### src/rtl/alu_flag_stage.sv
// alu_flag_stage: registered result/flag stage behind the 16-bit CLA adder.
// Derives Z/N/C/V from the adder result and buffers result+flags in a
// 2-entry skid FIFO with a valid/ready handshake on both sides.
// Optional feature macro: ALU_FLAG_STICKY_EN (sticky overflow flag).
module alu_flag_stage #(
   parameter int unsigned WIDTH = 16,
   parameter int unsigned DEPTH = 2
) (
   input  logic             clk,
   input  logic             rst_n,
   input  logic             in_valid,
   output logic             in_ready,
   input  logic [WIDTH-1:0] in_r,
   input  logic             in_co,
   input  logic             in_a_msb,
   input  logic             in_b_msb,
   input  logic             in_sub,
   output logic             out_valid,
   input  logic             out_ready,
   output logic [WIDTH-1:0] out_r,
   output logic             out_z,
   output logic             out_n,
   output logic             out_c,
   output logic             out_v,
   input  logic             sticky_clr,
   output logic             sticky_v
);

   typedef enum logic [1:0] {
      EMPTY = 2'd0,
      ONE   = 2'd1,
      FULL  = 2'd2
   } cnt_t;

   cnt_t             count_q;
   cnt_t             count_d;
   logic             wr_ptr;
   logic             rd_ptr;
   logic [WIDTH-1:0] mem_r [2];
   logic [3:0]       mem_f [2];   // {z, n, c, v}
   logic             push;
   logic             pop;
   logic             z_in;
   logic             n_in;
   logic             v_in;

   // Flags are derived at input time so the stored entry is self-contained.
   // V uses the un-inverted b sign: add overflows when signs agree, subtract
   // when they differ, and in both cases the result sign departs from a.
   assign z_in = (in_r == '0);
   assign n_in = in_r[WIDTH-1];
   assign v_in = ((in_a_msb ^ in_b_msb) == in_sub) & (in_r[WIDTH-1] ^ in_a_msb);

   // in_ready depends on registered count only; no path from out_ready.
   assign in_ready  = (2'(count_q) != 2'(DEPTH));
   assign out_valid = (count_q != EMPTY);
   assign push      = in_valid & in_ready;
   assign pop       = out_valid & out_ready;

   assign out_r = mem_r[rd_ptr];
   assign out_z = mem_f[rd_ptr][3];
   assign out_n = mem_f[rd_ptr][2];
   assign out_c = mem_f[rd_ptr][1];
   assign out_v = mem_f[rd_ptr][0];

   // Occupancy state register.
   always_ff @(posedge clk or negedge rst_n) begin
      if (!rst_n) begin
         count_q <= EMPTY;
      end else begin
         count_q <= count_d;
      end
   end

   // Occupancy next-state from push/pop.
   always_comb begin
      count_d = count_q;
      unique case (count_q)
         EMPTY: if (push) count_d = ONE;
         ONE: begin
            if (push && !pop)      count_d = FULL;
            else if (pop && !push) count_d = EMPTY;
         end
         FULL: if (pop) count_d = ONE;
         default: count_d = EMPTY;
      endcase
   end

   // Pointers and storage; entries are cleared so reset shows zero outputs.
   always_ff @(posedge clk or negedge rst_n) begin
      if (!rst_n) begin
         wr_ptr   <= 1'b0;
         rd_ptr   <= 1'b0;
         mem_r[0] <= '0;
         mem_r[1] <= '0;
         mem_f[0] <= '0;
         mem_f[1] <= '0;
      end else begin
         if (push) begin
            mem_r[wr_ptr] <= in_r;
            mem_f[wr_ptr] <= {z_in, n_in, in_co, v_in};
            wr_ptr        <= ~wr_ptr;
         end
         if (pop) begin
            rd_ptr <= ~rd_ptr;
         end
      end
   end

`ifdef ALU_FLAG_STICKY_EN
   logic sticky_q;

   // Sticky overflow: set by any V=1 push, which takes priority over clear.
   always_ff @(posedge clk or negedge rst_n) begin
      if (!rst_n) begin
         sticky_q <= 1'b0;
      end else if (push && v_in) begin
         sticky_q <= 1'b1;
      end else if (sticky_clr) begin
         sticky_q <= 1'b0;
      end
   end

   assign sticky_v = sticky_q;
`else
   logic unused_sticky_clr;

   assign unused_sticky_clr = sticky_clr;
   assign sticky_v          = 1'b0;
`endif

endmodule

### config.mk
export PLATFORM = sky130hd
export DESIGN_NAME = alu_flag_stage
export DESIGN_NICKNAME = d
export VERILOG_FILES = /design/src/rtl/alu_flag_stage.sv
export SDC_FILE = /design/constraint.sdc
export NUM_CORES = 1
export LEC_CHECK = 0
export ABC_AREA = 0
export CORE_MARGIN = 8
export CORE_UTILIZATION = 30
export DETAILED_ROUTE_END_ITERATION = 7
export GPL_ROUTABILITY_DRIVEN = 0
export PLACE_DENSITY = 0.54
export SETUP_SLACK_MARGIN = 0.2
export SLEW_MARGIN = 10
export SYNTH_ARGS = -nofsm -noshare
export SYNTH_HDL_FRONTEND = slang
export SYNTH_SLANG_ARGS = --single-unit
### constraint.sdc
create_clock -name clk -period 3.5 [get_ports clk]
set_clock_uncertainty 0.05 [all_clocks]
set_input_delay 0.35 -clock clk [delete_from_list [all_inputs] [get_ports clk]]
set_output_delay 0.35 -clock clk [all_outputs]
set_load 0.01 [all_outputs]
# --- Word-level counts from Yosys, hierarchy flattened ---
# Cells that the tools add are included.
op_classes:
  order_cmp: 3
  eq_ne: 7
  mux: 17
  bitwise_logic: 9
  n_reduce_logical: 9
op_table:
  columns: ["operator", "n"]
  rows:
  - ["16-bit two-way mux", 4]
  - ["32-bit bitwise mux", 1]
  - ["16-bit demux with 1-bit select", 1]
  - ["16-bit zero test", 1]
  - ["4-bit two-way mux", 4]
  - ["8-bit bitwise mux", 1]
  - ["2-bit two-way mux", 4]
  - ["2-bit inequality test, second input constant", 3]
  - ["2-bit one-hot mux with 3 select lines", 1]
  - ["4-bit demux with 1-bit select", 1]
  - ["2-bit >= comparator, second input constant", 2]
  - ["1-bit inverter with 2-bit output", 2]
  - ["1-bit AND", 3]
  - ["1-bit logical AND", 3]
  - ["3-bit inequality test, second input constant", 1]
  - ["3-bit AND reduction", 1]
  - ["2-bit by 1-bit equality test with 1-bit output, second input constant", 1]
  - ["2-bit equality test, second input constant", 1]
  - ["1-bit zero test", 2]
  - ["2-bit zero test", 1]
  - ["2-bit by 1-bit < comparator with 1-bit output, second input constant", 1]
  - ["1-bit inverter", 2]
  - ["2-bit nonzero test", 1]
  - ["1-bit XOR", 2]
  - ["1-bit equality test", 1]
word_totals:
  regBits: 44
  out_inout_bits: 23

# --- Longest topological paths before layout ---
# Gate-level depths: netlist (run 1).
logic_depth:
  ltp_word: 7
  mapped_depth: 6
  mapped_depth_nobuf: 6

# --- Worst setup path after synthesis (run 1) ---
# OpenSTA, ideal clock, no wires.
synth_path:
  kind: "register to output"
  from: "register rd_ptr"
  to: "output out_r[15]"
  arrival_time_ns: 1.080
  required_ns: 3.100
  path_slack_ns: 2.020
  path_stages_with_launch: 4
  path_buffers: 2
  path_cell_list: "dfrtp_1 > buf_2 > mux2_2 > buf_4"
synth_between:
  elab_chain_len: 4
synth_lines:
  columns: ["element", "line_no", "text"]
  rows:
  - ["from (decl)", "38", "logic rd_ptr;"]
  - ["from (signal assigned)", "105", "rd_ptr <= ~rd_ptr;"]
  - ["1-bit inverter with 2-bit output (not written as such)", "60", "assign out_r = mem_r[rd_ptr];"]
  - ["16-bit two-way mux (not written as such) (3 in series)", "60", null]
  - ["to (decl)", "20", "output logic [WIDTH-1:0] out_r,"]
# Every way passes these cells. The select of a mux whose other input is x is not followed.

# --- Worst setup path after layout (run 1) ---
layout_path:
  from: "register rd_ptr"
  to: "output out_n"
layout_between:
  elab_chain_len: 4
layout_lines:
  columns: ["element", "line_no", "text"]
  rows:
  - ["1-bit inverter with 2-bit output (not written as such)", "62", "assign out_n = mem_f[rd_ptr][2];"]
  - ["4-bit two-way mux (3 in series)", null, null]
  - ["to (decl)", "22", "output logic out_n,"]
# Every way passes these cells. The select of a mux whose other input is x is not followed.

==> results of run 1 <==
layout by cell type, fill, tap and decap left out, types with 2 or more instances in the layout:
cell type        count
dfrtp_1             42
inv_1                2
clkbuf_8             5
clkinv_2             2
mux2i_1              4
clkdlybuf4s50_1     44
mux2_2              36
xnor2_1              2
nand2b_1             2
mux2_4              18
nand2_1              2
nor4_1               4
sequential cells by signal, indices dropped and copies added (netlist names):
| name | count |
|---|---|
| rd_ptr | 1 |
| mem_r | 30 |
| wr_ptr | 1 |
| mem_f | 8 |
| count_q | 2 |
cells by family (layout without fill, tap and decap cells):
group | Yosys count | count (layout)
multiplexers | 58 | 58
flip-flops | 42 | 42
AND/OR/NAND/NOR | 15 | 15
buffers and inverters | 10 | 57
AO/OA/AOI/OAI | 3 | 3
XOR/XNOR | 3 | 3
adder cells (fa/ha/maj) | 1 | 1
other | 1 | 1
path summary, 6_finish.rpt:
path	from	end	slack, ns	cells past startpoint
min in group clk	mem_r[5]$_DFFE_PN0P_	mem_r[5]$_DFFE_PN0P_	0.45	1
max reg2reg	count_q[0]$_DFFE_PN0P_	count_q[1]$_DFFE_PN0P_	1.83	6
min	rst_n	wr_ptr$_DFFE_PN0N_	0.14	1
max in group asynchronous	rst_n	mem_r[29]$_DFFE_PN0P_	2.68	1
min reg2reg	mem_r[5]$_DFFE_PN0P_	mem_r[5]$_DFFE_PN0P_	0.45	1
max	rd_ptr$_DFFE_PN0P_	out_n	0.91	2
where the power goes:
group / leakage (nW) / internal, mW / total [mW] / switching, mW
Sequential: 0.501 / 0.718 / 0.902 / 0.184
Clock: 0.0579 / 0.210 / 0.373 / 0.164
Combinational: 0.552 / 0.785 / 1.19 / 0.407
Total: 1.11 / 1.71 / 2.47 / 0.754
synth_stat cells:
cell type | instances | area, sq um
mux2_4 | 18 | 270.3
conb_1 | 1 | 3.750
inv_1 | 2 | 7.510
nand2b_1 | 2 | 12.51
buf_12 | 1 | 20.02
ha_1 | 1 | 12.51
mux2_2 | 36 | 405.4
inv_4 | 1 | 6.260
buf_4 | 2 | 15.01
xor2_1 | 1 | 8.760
buf_6 | 2 | 22.52
xnor2_1 | 2 | 17.52
o2bb2ai_1 | 1 | 8.760
and2_1 | 1 | 6.260
nor2b_4 | 1 | 13.76
or2_2 | 1 | 6.260
nand3b_1 | 1 | 7.510
nor3b_2 | 1 | 12.51
mux2i_1 | 4 | 40.04
nand2_1 | 2 | 7.510
nand4_1 | 1 | 6.260
nand3_4 | 1 | 17.52
dfrtp_1 | 42 | 1051
nor4_1 | 4 | 25.02
o22ai_1 | 1 | 6.260
o21ai_0 | 1 | 5.000
buf_2 | 2 | 10.01
worst reg2reg max path: stages, from the launching register on:
cell and delay (ns):
dfrtp_1 0.45, nor2b_4 0.21, inv_4 0.07, and2_1 0.18, ha_1 0.30, nand3b_1 0.16, o22ai_1 0.16
routing by layer:
metal,vias to the layer above,global-route usage,share of wire
met1,613,0.1113,0.44
met5,-,0,0
met3,5,0.03343,0.051
met4,0,0.03896,0.013
li1,562,-,-
met2,29,0.1675,0.50
area by class of cell:
type | count | area, sq um
fill | 640 | 4055
sequential | 42 | 1051
multi-input combinational | 81 | 899.6
timing repair buffer | 46 | 452.9
tap | 80 | 100.1
clock buffer | 5 | 68.82
clock inverter | 3 | 40.04
inverter | 3 | 13.76
through the flow:
stage,instance area (sq um),worst slack (ns),power (mW)
floorplan,2026,2.020,1.614
global placement,2517,1.207,2.074
detailed placement,2517,1.232,2.113
CTS,2626,0.8931,2.507
global route,2626,0.7960,2.635
finish,2626,0.9100,2.467
==> metrics.txt, run 1 <==
status=finished clean; clock slew at reported path FFs=about 0.080 ns; cts bufs inserted=5; IO buf count=45; Max transition margin=0.3624; Hold Path Class=primary input to async pin; Remaining Overflow, GRT=0; Pre-antenna DRT Iters=2; share of cells above drive strength 1=0.3833; Yosys reg bits=42; maximum fanout along the worst path=21; Syn. warnings=0; number of global-route vias before repair=~1,400; utilization after layout=0.3931; worst slew pin tran=about 0.96 ns; Starting Density=0.3032; Worst path top cell family by delay=flip-flops; DRC Markers=0; Synth-to-Final Area Change=29.65%; WS Path Type=flip-flop to output pin; Post-DRT Antenna Nets=0; Vias/cell=between 4 and 5; crit path cell chain=mux2_2, clkdlybuf4s50_1; non-filler cells, final=260; 1st-iter DRT viols=39; syn_area_per_cell=between 15 and 20 sq um; floorplan core area=~6700 sq um; Cell Area, Synth=between 2000 and 2500 sq um; Via Count=1,209; crit path launch type=flip-flop; sequential area share after synthesis=0.5188; overall routing resource usage=0.09865; CP Capture Type=output pin; DIE AREA=just under 10,000 sq um; Adder-Cell Fraction of Synth Area=0.006177; Rows=30; global-route wire length before repair=7.458 mm; multiplexer area fraction after synthesis=0.3533; Post-Syn Instances=133; Worst-Skew Late Latency=approximately 0.29 ns; CP max-delay cell=dfrtp_1; Die X=98.17 um; largest net degree at the start of global routing=43; post_cts resized=0; Post-DP HPWL=around 3.1 mm; post-synthesis simple-gate area fraction=0.05683; Placed Cells=around 250; CTS sink count=42; final setup fails=0; syn nets=between 150 and 200; Crit path required time=about 3.1 ns; Max rail drop VDD=391.1 uV; endpoints failing hold=0; Final #Nets=just over 200; Max Cap Viol=0; max-slew violations=0; Setup Fix Bufs, Post-CTS=0; cell leakage power=around 1.1 nW; die extent in y=98.17 um; Min Hold Slack=between 0.1 and 0.15 ns; total negative slack=0 ns; CP max stage delay=roughly 0.98 ns; Max H-tree Level=2; I/O pin cnt=48; WP buf/inv=1; root buf cell=clkbuf_8; Synth Area in Compound Gates=0.009883; RSZ-0062 raised after global routing=no; final period utilization=0.7400; Fmax=386.1 MHz; CTS tree=done; Bufs on Longest Clock Path=2; wire per inst=17.11 um; minimum clock period=2.590 ns; main combinational cell family by area after synthesis=multiplexers; Synth Area in XOR/XNOR=0.01297; arrival time worst endpoint=around 2.2 ns; hold-fix buffers at CTS=0; Power per Cell Area=939.5 nW/um^2; Antenna diodes=0; Distinct cells, synth=27; initial antenna violation count=0; final WL=roughly 4.4 mm
Power figures use the tool's default switching activity.
==> run 2: changes to the inputs <==
PLACE_DENSITY = 0.56   (was 0.54)
clock period = 2.3 ns   (was 3.5 ns; I/O delays follow)
==> metrics.txt, run 2 (synthesis gave the netlist of run 1 again) <==
share of cells above drive strength 1=0.3989; cts bufs inserted=5; worst slew pin tran=slightly above 0.9 ns; final WL=around 4.5 mm; 1st-iter DRT viols=18; DRC Markers=0; utilization after layout=0.3964; Filler cells=~650; Rows=30; RSZ-0062 raised after global routing=no; crit path launch type=flip-flop; Power per Cell Area=1418 nW/um^2; total negative slack=0 ns; CP Capture Point=out_r[12]; minimum clock period=1.984 ns; Hold Path Class=primary input to async pin; CTS sink count=between 40 and 50; Antenna diodes=0; Int Pwr=~2.6 mW; depth of the most critical reg-to-reg path=6; DIE AREA=roughly 9600 sq um; Top reg by flops=mem_r; commonest non-fill, non-tap cell in the layout=clkdlybuf4s50_1; commonest non-fill, non-tap cells in the layout=clkdlybuf4s50_1, dfrtp_1, mux2_2; initial antenna violation count=0; end of the worst register-to-register path=count_q[1]$_DFFE_PN0P_; Psw=between 1 and 1.5 mW; Post-Place Cell Area=2545 sq um; Storage cell area=~1100 sq um; global-route wire length before repair=between 7 and 8 mm; IO buf count=45; Final #Nets=~210; wire per inst=17.22 um; Post-DRT Antenna Nets=0; Seq pwr share=0.349; die extent in y=98.17 um; Starting Density=0.3032; CTS tree=done; cell leakage power=1.119 nW; Vias/cell=approximately 4.7; Worst-Skew Late Latency=roughly 0.29 ns; clock power share=0.133; Max H-tree Level=2; Bufs on Longest Clock Path=2; arrival time worst endpoint=approximately 1.7 ns; Max transition margin=0.3767; Synth-to-Final Area Change=30.76%; FF-to-FF Start=count_q[0]$_DFFE_PN0P_; Max rail drop VDD=around 560 uV; max-slew violations=0; root buf cell=clkbuf_8; Design Area, Final=about 2600 sq um; maximum fanout along the worst path=16; Max Cap Viol=0; final setup fails=0; final period utilization=0.8625; I/O pin cnt=48; hold-fix buffers at CTS=0; Top Registers=mem_r: 30 flops, mem_f: 8 flops, count_q: 2 flops; floorplan core area=about 6700 sq um; Via Count=~1,200; Remaining Overflow, GRT=0; r2r setup slk=between 0.6 and 0.7 ns; Multi-input gate area=~900 sq um; CP Capture Type=output pin; Pre-antenna DRT Iters=4; Post-DP HPWL=~3.3 mm; Crit path required time=approximately 2.0 ns; WS Path Type=flip-flop to output pin; Net Sw Frac=0.3125; Gate power share=0.518; clock slew at reported path FFs=0.07 ns; Die X=98.17 um; overall routing resource usage=0.09895; Fmax=around 500 MHz; Worst setup startpoint=rd_ptr$_DFFE_PN0P_; number of global-route vias before repair=about 1,500; status=finished clean; largest net degree at the start of global routing=43; max FFs per register=30; endpoints failing hold=0
-- run 2: cell types whose count changed in the layout (fill, tap and decap cells not counted), sizes merged --
cell	previous run	this run
clkbuf	5	6
clkinv	2	1
buf	2	5
bufinv	1	0
clkinvlp	0	1
-- run 2: power by group through the flow --
stage / logic [mW] / registers, mW / clock network (mW)
2_1_floorplan: 1.21 / 1.24 / 0
3_3_place_gp: 1.90 / 1.30 / 0
3_5_place_dp: 1.93 / 1.34 / 0
4_1_cts: 1.98 / 1.31 / 0.519
5_1_grt: 2.08 / 1.36 / 0.552
6_report: 1.95 / 1.31 / 0.499
-- run 2: worst max-delay path: stages, from the launching register on --
cell and delay, ns:
dfrtp_2 0.39, buf_12 0.16, mux2_2 0.35, clkdlybuf4s50_1 0.50
-- run 2: final cells by class --
type,instances,area share
Inverter,3,0.005196
Clock inverter,2,0.004724
Sequential cell,42,0.3973
Multi-Input combinational cell,81,0.3396
Timing Repair Buffer,49,0.1842
Tap cell,80,0.03779
Clock buffer,6,0.03118
-- run 2: stage by stage --
stage | setup slack (ns) | hold WS, ns | power [mW] | instances
2_1_floorplan | 0.8231 | -0.1156 | 2.456 | 133
3_3_place_gp | 0.4383 | 0.3579 | 3.201 | 254
3_5_place_dp | 0.4106 | 0.3693 | 3.273 | 254
4_1_cts | 0.2912 | 0.04832 | 3.816 | 263
5_1_grt | 0.2759 | 0.08606 | 3.989 | 263
6_report | 0.3162 | 0.02402 | 3.757 | 263
-- run 2: metal layers --
| metal | wire (um) | up-vias | GRT usage |
|---|---|---|---|
| li1 | - | 569 | - |
| met1 | 1945 | 621 | 0.1083 |
| met2 | 2339 | 28 | 0.1760 |
| met3 | 201 | 6 | 0.03485 |
| met4 | 43 | 0 | 0.02834 |
| met5 | 0 | - | 0 |
-- run 2: repair_timing --
| item | CTS | global route |
|---|---|---|
| endpoints found under the hold margin | 0 | 0 |
| setup endpoints to repair | 16 | 0 |
| buffers inserted | 1 | 0 |
| resized for setup | 1 | 0 |
-- run 2: how the worst min path moves through the flow --
stage | start | endpoint | slack (ns)
floorplan | rst_n | count_q[0]$_DFFE_PN0P_ | -0.12
global placement | rst_n | count_q[0]$_DFFE_PN0P_ | 0.36
detailed placement | rst_n | count_q[1]$_DFFE_PN0P_ | 0.37
CTS | rst_n | mem_r[14]$_DFFE_PN0P_ | 0.05
global route | rst_n | mem_r[14]$_DFFE_PN0P_ | 0.09
finish | rst_n | mem_r[30]$_DFFE_PN0P_ | 0.02
